<file path="src/rtl/draw_sequencer_if.sv">
// Drawer-facing and adapter-facing signal bundle of the draw sequencer.
// master = sequencer side, slave = drawers plus VGA adapter side.
interface draw_sequencer_if #(
  parameter int unsigned N_SRC = 4
);
  logic [N_SRC-1:0]   src_done;
  logic [N_SRC-1:0]   src_valid;
  logic [8*N_SRC-1:0] src_x;
  logic [7*N_SRC-1:0] src_y;
  logic [3*N_SRC-1:0] src_c;
  logic [N_SRC-1:0]   src_resetn;
  logic [N_SRC-1:0]   src_en;
  logic [7:0]         vga_x;
  logic [6:0]         vga_y;
  logic [2:0]         vga_colour;
  logic               vga_plot;

  modport master (
    input  src_done, src_valid, src_x, src_y, src_c,
    output src_resetn, src_en, vga_x, vga_y, vga_colour, vga_plot
  );

  modport slave (
    output src_done, src_valid, src_x, src_y, src_c,
    input  src_resetn, src_en, vga_x, vga_y, vga_colour, vga_plot
  );
endinterface

</file>
<file path="src/rtl/draw_sequencer.sv">
// Per-frame drawer scheduler: arms requested drawers one at a time in priority
// order (index 0 first) and forwards only the active drawer's pixels to the VGA adapter.
module draw_sequencer #(
  parameter int unsigned N_SRC   = 4,
  parameter logic [15:0] TIMEOUT = 16'd20000
) (
  input  logic             clk,
  input  logic             resetn,
  input  logic             frame_tick_i,
  input  logic [N_SRC-1:0] req_mask_i,
  draw_sequencer_if.master bus,
  output logic             busy_o,
  output logic             frame_done_o,
  output logic             overrun_o,
  output logic             timeout_err_o
);
  localparam int unsigned IDX_W = (N_SRC > 1) ? $clog2(N_SRC) : 1;
  localparam int unsigned CNT_W = 16;

  typedef enum logic [2:0] {
    S_IDLE = 3'd0,
    S_ARM  = 3'd1,
    S_RUN  = 3'd2,
    S_NEXT = 3'd3,
    S_DONE = 3'd4
  } state_e;

  state_e           state_q;
  logic [N_SRC-1:0] pend_q;
  logic [IDX_W-1:0] cur_q;
  logic [CNT_W-1:0] wdog_q;
  logic [N_SRC-1:0] src_resetn_q;
  logic [N_SRC-1:0] src_en_q;
  logic [7:0]       vga_x_q;
  logic [6:0]       vga_y_q;
  logic [2:0]       vga_colour_q;
  logic             vga_plot_q;
  logic             busy_q;
  logic             frame_done_q;
  logic             overrun_q;
  logic             timeout_err_q;

  // Per-source views of the packed pixel buses.
  logic [7:0] sx [N_SRC];
  logic [6:0] sy [N_SRC];
  logic [2:0] sc [N_SRC];

  for (genvar g = 0; g < N_SRC; g++) begin : g_unpack
    assign sx[g] = bus.src_x[8*g +: 8];
    assign sy[g] = bus.src_y[7*g +: 7];
    assign sc[g] = bus.src_c[3*g +: 3];
  end

  function automatic logic [IDX_W-1:0] lowest_set(input logic [N_SRC-1:0] m);
    lowest_set = '0;
    for (int i = int'(N_SRC) - 1; i >= 0; i--) begin
      if (m[i]) lowest_set = IDX_W'(i);
    end
  endfunction

  logic [N_SRC-1:0] cur_oh_d;
  logic [N_SRC-1:0] pend_clr_d;
  logic [IDX_W-1:0] first_idx_d;
  logic [IDX_W-1:0] next_idx_d;
  logic             cur_done_d;
  logic             cur_valid_d;
  logic             wdog_hit_d;

  always_comb begin
    cur_oh_d    = N_SRC'(1) << cur_q;
    pend_clr_d  = pend_q & ~cur_oh_d;
    first_idx_d = lowest_set(req_mask_i);
    next_idx_d  = lowest_set(pend_clr_d);
    cur_done_d  = bus.src_done[cur_q];
    cur_valid_d = bus.src_valid[cur_q];
    wdog_hit_d  = (wdog_q == TIMEOUT - 16'd1);
  end

  always_ff @(posedge clk) begin
    if (!resetn) begin
      state_q       <= S_IDLE;
      pend_q        <= '0;
      cur_q         <= '0;
      wdog_q        <= '0;
      src_resetn_q  <= '1;
      src_en_q      <= '0;
      vga_x_q       <= '0;
      vga_y_q       <= '0;
      vga_colour_q  <= '0;
      vga_plot_q    <= 1'b0;
      busy_q        <= 1'b0;
      frame_done_q  <= 1'b0;
      overrun_q     <= 1'b0;
      timeout_err_q <= 1'b0;
    end else begin
      src_resetn_q <= '1;
      frame_done_q <= 1'b0;
      vga_plot_q   <= 1'b0;
      if (frame_tick_i && (state_q != S_IDLE)) overrun_q <= 1'b1;

      case (state_q)
        S_IDLE: begin
          if (frame_tick_i) begin
            pend_q <= req_mask_i;
            busy_q <= 1'b1;
            if (req_mask_i != '0) begin
              cur_q        <= first_idx_d;
              src_resetn_q <= ~(N_SRC'(1) << first_idx_d);
              state_q      <= S_ARM;
            end else begin
              frame_done_q <= 1'b1;
              state_q      <= S_DONE;
            end
          end
        end
        S_ARM: begin
          src_en_q <= cur_oh_d;
          wdog_q   <= '0;
          state_q  <= S_RUN;
        end
        S_RUN: begin
          // Done gates the plot so the finishing cycle never writes a pixel.
          vga_x_q      <= sx[cur_q];
          vga_y_q      <= sy[cur_q];
          vga_colour_q <= sc[cur_q];
          vga_plot_q   <= cur_valid_d & ~cur_done_d;
          wdog_q       <= wdog_q + 16'd1;
          if (cur_done_d || wdog_hit_d) begin
            src_en_q <= '0;
            state_q  <= S_NEXT;
            if (!cur_done_d) timeout_err_q <= 1'b1;
          end
        end
        S_NEXT: begin
          pend_q <= pend_clr_d;
          if (pend_clr_d != '0) begin
            cur_q        <= next_idx_d;
            src_resetn_q <= ~(N_SRC'(1) << next_idx_d);
            state_q      <= S_ARM;
          end else begin
            frame_done_q <= 1'b1;
            state_q      <= S_DONE;
          end
        end
        S_DONE: begin
          busy_q  <= 1'b0;
          state_q <= S_IDLE;
        end
        default: begin
          busy_q  <= 1'b0;
          state_q <= S_IDLE;
        end
      endcase
    end
  end

  assign bus.src_resetn = src_resetn_q;
  assign bus.src_en     = src_en_q;
  assign bus.vga_x      = vga_x_q;
  assign bus.vga_y      = vga_y_q;
  assign bus.vga_colour = vga_colour_q;
  assign bus.vga_plot   = vga_plot_q;
  assign busy_o         = busy_q;
  assign frame_done_o   = frame_done_q;
  assign overrun_o      = overrun_q;
  assign timeout_err_o  = timeout_err_q;
endmodule

</file>
<file path="src/flat_wrapper.sv">
// flat-port wrapper written by rule: the top's interface ports become plain ports
module draw_sequencer_flat 
#(
  parameter int unsigned N_SRC   = 4,
  parameter logic [15:0] TIMEOUT = 16'd20000
)
  (clk, resetn, frame_tick_i, req_mask_i, busy_o, frame_done_o, overrun_o, timeout_err_o, bus_src_done, bus_src_valid, bus_src_x, bus_src_y, bus_src_c, bus_src_resetn, bus_src_en, bus_vga_x, bus_vga_y, bus_vga_colour, bus_vga_plot);
  draw_sequencer_if #(.N_SRC(N_SRC)) bus_i ();
  input  logic clk;
  input  logic resetn;
  input  logic frame_tick_i;
  input  logic [N_SRC-1:0] req_mask_i;
  output logic busy_o;
  output logic frame_done_o;
  output logic overrun_o;
  output logic timeout_err_o;
  input wire logic [$bits(bus_i.src_done)-1:0] bus_src_done;
  input wire logic [$bits(bus_i.src_valid)-1:0] bus_src_valid;
  input wire logic [$bits(bus_i.src_x)-1:0] bus_src_x;
  input wire logic [$bits(bus_i.src_y)-1:0] bus_src_y;
  input wire logic [$bits(bus_i.src_c)-1:0] bus_src_c;
  output wire logic [$bits(bus_i.src_resetn)-1:0] bus_src_resetn;
  output wire logic [$bits(bus_i.src_en)-1:0] bus_src_en;
  output wire logic [$bits(bus_i.vga_x)-1:0] bus_vga_x;
  output wire logic [$bits(bus_i.vga_y)-1:0] bus_vga_y;
  output wire logic [$bits(bus_i.vga_colour)-1:0] bus_vga_colour;
  output wire logic [$bits(bus_i.vga_plot)-1:0] bus_vga_plot;
  assign bus_i.src_done = bus_src_done;
  assign bus_i.src_valid = bus_src_valid;
  assign bus_i.src_x = bus_src_x;
  assign bus_i.src_y = bus_src_y;
  assign bus_i.src_c = bus_src_c;
  assign bus_src_resetn = bus_i.src_resetn;
  assign bus_src_en = bus_i.src_en;
  assign bus_vga_x = bus_i.vga_x;
  assign bus_vga_y = bus_i.vga_y;
  assign bus_vga_colour = bus_i.vga_colour;
  assign bus_vga_plot = bus_i.vga_plot;
  draw_sequencer #(.N_SRC(N_SRC), .TIMEOUT(TIMEOUT)) u_core (.clk(clk), .resetn(resetn), .frame_tick_i(frame_tick_i), .req_mask_i(req_mask_i), .bus(bus_i), .busy_o(busy_o), .frame_done_o(frame_done_o), .overrun_o(overrun_o), .timeout_err_o(timeout_err_o));
endmodule
</file>
<file path="config.mk">
export PLATFORM = sky130hd
export DESIGN_NAME = draw_sequencer_flat
export DESIGN_NICKNAME = d
export VERILOG_FILES = /design/src/rtl/draw_sequencer_if.sv /design/src/rtl/draw_sequencer.sv /design/src/flat_wrapper.sv
export SDC_FILE = /design/constraint.sdc
export NUM_CORES = 1
export LEC_CHECK = 0
export BUFFER_PORTS_ARGS = -buffer_cell sky130_fd_sc_hd__buf_2
export CAP_MARGIN = 5
export CORE_ASPECT_RATIO = 1.2
export CORE_MARGIN = 10
export CORE_UTILIZATION = 41
export DETAILED_ROUTE_END_ITERATION = 12
export PLACE_DENSITY_LB_ADDON = 0.2
export SLEW_MARGIN = 25
export SYNTH_ARGS = -nofsm -noshare
export SYNTH_HDL_FRONTEND = slang
export SYNTH_SLANG_ARGS = --single-unit
</file>
<file path="constraint.sdc">
create_clock -name clk -period 2.41 [get_ports clk]
set_input_delay 0.3615 -clock clk [delete_from_list [all_inputs] [get_ports clk]]
set_output_delay 0.3615 -clock clk [all_outputs]
set_load 0.02 [all_outputs]
</file>
==> results.md <==
* WHS Endpoint: u_core.pend_q[3]
* Synth area leaders: dfxtp_1 37%, mux4_2 15%, a21oi_1 7.0%, nand2_1 6.7%, nor2_1 2.9%
* Fmax at around 540 MHz
* DP HPWL at between 7000 and 8000 um
* CORE AREA at slightly above 0.007 mm2
* Vias in the first global route at ~3000
* Slowest cell on crit path: dfxtp_1
* Synth Net Count at around 430
* Register area share after synthesis at 0.366
* Worst setup EP type: register
* Yosys top cell by area: dfxtp_1
* Met1 Resource Use GR at 0.176
* Register area at 0.00112 mm2
* # port buffers at between 100 and 150
* MaxCap Viol Count at 0
* Final slew viol count at 0
* Post-DP Area at between 0.003 and 0.004 mm2
* Finish-stage setup viols at 0
* Row count at 34
* Delay of the slowest cell on the worst path at ~0.65 ns
* Setup TNS at 0 ns
* Critical path launch point type: register
* Critical path, cell by cell: or3b_1 -> buf_4 -> nand2_1 -> a311oi_1
* DR iter-0 viols at around 160
* Cell count after synthesis at 343
* I/O pins at between 100 and 150
* Pwr dens at 748 mW/mm2
* First-pass GRT wire length at between 10000 and 15000 um
* Hold path depth at 3
* Crit path required time at approximately 2.6 ns
* RePlAce Congestion at between 0.7 and 0.8
* P&R area growth vs syn at 24.2%
* Worst-Margin Slew at about 0.51 ns
* Die area at around 0.011 mm2
* TritonCTS clock tree: yes
* Post-Layout Cell Count at about 540
* Footprint of the multi-input gates at 0.00182 mm2
* DR DRC count at 0
* DR pass1 iterations at 4
* Tmin final at ~1.8 ns
* Yosys cell types at 59
* Dpl cells at 533
* Synth warnings at 0
* RSZ-0062 raised after global routing: no
* Clock buffer depth at 2
* Post-Syn Area at between 0.003 and 0.004 mm2
* GR peak layer: met2
* Routing usage on met3 at 0.0318
* Status: complete, no violations
* Final Hold Fails at 0
* Final wirelength at 9390 um
* Worst Path Arrival at roughly 2.1 ns
* Hold_ws at around 0.32 ns
* Chip Width at approximately 99 um
* Gr usage total at 0.155
* Root Buffer: clkbuf_8
* Post-synth EDFFs at 0
* Initial Util at 0.422
* M2 GR Usage at 0.287
* Yosys reg bits at between 50 and 60
* Setup Buffers After CTS at 0
* Syn_area_per_cell at between 8 and 9 um2
* Grt total ovfl at 0
* R2R cell count at 4
* Clk_lat worst skew at 0.31 ns
* Hold Startpoint: req_mask_i[3]
* Reg2reg setup slack at 0.56 ns
* CP Class: register to register
* Reg2reg end: u_core.wdog_q[10]
* Pin count of the biggest net entering global routing at 42
* Post-CTS resize count at 0
* Hold WC Path Type: primary input to register
* Skew final at roughly 0.010 ns
* Nets at 538
* Main synth FF type: dfxtp_1
* Vias at just over 3000
* Wire length per cell at roughly 17 um
* P_leak at around 1.5 nW
* Post-route ant nets at 0
* Max H-tree Level at 2
* Worst-path clk slew at ~0.1 ns
* Fraction of layout cells with a size suffix above 1 at 0.361
* FF-to-FF Start: u_core.state_q[2]
* Critical Path Fanout Max at 28
* Finished Cell Area at 0.00381 mm2
* Die height at around 110 um
* TritonCTS Sinks at 56
* CTS Hold Bufs at 0
* Slew headroom at 0.660
* Worst-case vdd ir drop at approximately 0.00032 V
* Period utilization at 0.766
* Filler cells at roughly 680
* Most common library cells after synthesis: 56 x dfxtp_1, 55 x nand2_1, 43 x a21oi_1
* Vias/cell at approximately 5.6
* # diodes at 0
* Initial antenna violation count at 0
* Synth top area share at 0.366
* Total CTS buffers at 5
* Ys async rst share at 0
* Cell with the most instances after synthesis: dfxtp_1
-- metrics by stage --
step	power (mW)	utilization	setup WS, ns
after floorplan	1.99	-	0.810
after global placement	2.33	0.511	0.592
after detailed placement	2.35	0.511	0.564
after CTS	2.88	0.523	0.538
after global routing	3.04	0.523	0.327
final	2.85	0.523	0.565
-- cell type report --
cell class,instances,share of cell area
multi-input combinational,257,0.477
sequential,56,0.295
timing repair buffer,125,0.170
tap,90,0.0296
clock buffer,5,0.0181
clock inverter,3,0.00592
inverter,5,0.00493
-- sequential cells by signal, indices dropped and copies added, names as in the netlist, 2 cells and up --
signal and count:
u_core.bus.src_en 4, u_core.bus.src_resetn 4, u_core.bus.vga_colour 3, u_core.bus.vga_x 8, u_core.bus.vga_y 7, u_core.cur_q 2, u_core.pend_q 4, u_core.state_q 3
u_core.wdog_q 16
-- worst max path at each step --
| stage | from | to | slack, ns | cells after the start |
|---|---|---|---|---|
| floorplan | u_core.state_q[0] | u_core.cur_q[1] | 0.81 | 5 |
| global placement | u_core.state_q[2] | u_core.bus.src_en[2] | 0.59 | 4 |
| detailed placement | u_core.state_q[0] | u_core.wdog_q[10] | 0.56 | 4 |
| CTS | u_core.state_q[0] | u_core.bus.src_en[2] | 0.54 | 4 |
| global route | u_core.state_q[0] | u_core.bus.src_en[2] | 0.33 | 4 |
| finish | u_core.state_q[2] | u_core.wdog_q[10] | 0.56 | 4 |
-- metal layers --
layer  vias to the layer above  wire length (um)
li1                       1496                 -
met1                      1445              3760
met2                        90              5120
met3                         6               416
met4                         0                92
met5                         -                 0
-- where the power goes --
part	leakage, nW	switching, mW	internal [mW]
Clock	0.0485	0.322	0.209
Sequential	0.456	0.117	1.05
Combinational	1.02	0.660	0.494
Total	1.53	1.10	1.75
-- critical path, delay by kind of cell (launching register included) --
kind	cells	cell delay (ns)
flops	1	0.65
simple gates	2	0.48
compound gates	1	0.32
buf+inv	1	0.31
-- placed cells by master (no fill, tap or decap), types with 3 or more instances in the layout --
cell type,Yosys,layout
nor2b_1,3,3
dfxtp_1,56,55
a31oi_1,3,3
nand2_1,55,55
nor3_1,3,3
buf_4,1,8
buf_2,10,117
and3_1,4,4
and4_1,3,3
and2_1,3,3
nor2_1,24,24
nand3_1,11,11
or3_1,6,6
clkbuf_8,0,5
a21oi_1,43,43
o21ai_0,13,13
a311oi_1,5,5
nand4_1,5,5
inv_1,4,4
nand2b_1,5,5
or4_1,3,3
o211ai_1,4,4
mux4_2,20,20
mux2_2,3,3
-- kinds of logic (layout without fill, tap and decap cells) --
group,count (synthesis),count (layout),share of synthesized area
and+or+nand+nor,140,140,0.237
AOI/OAI and AO/OA,90,90,0.184
muxes,25,25,0.164
buffers and inverters,30,138,0.0420
DFF,56,56,0.366
adders and majority gates,1,1,0.00408
xor gates and xnor gates,1,1,0.00286
Power figures use the tool's default switching activity.
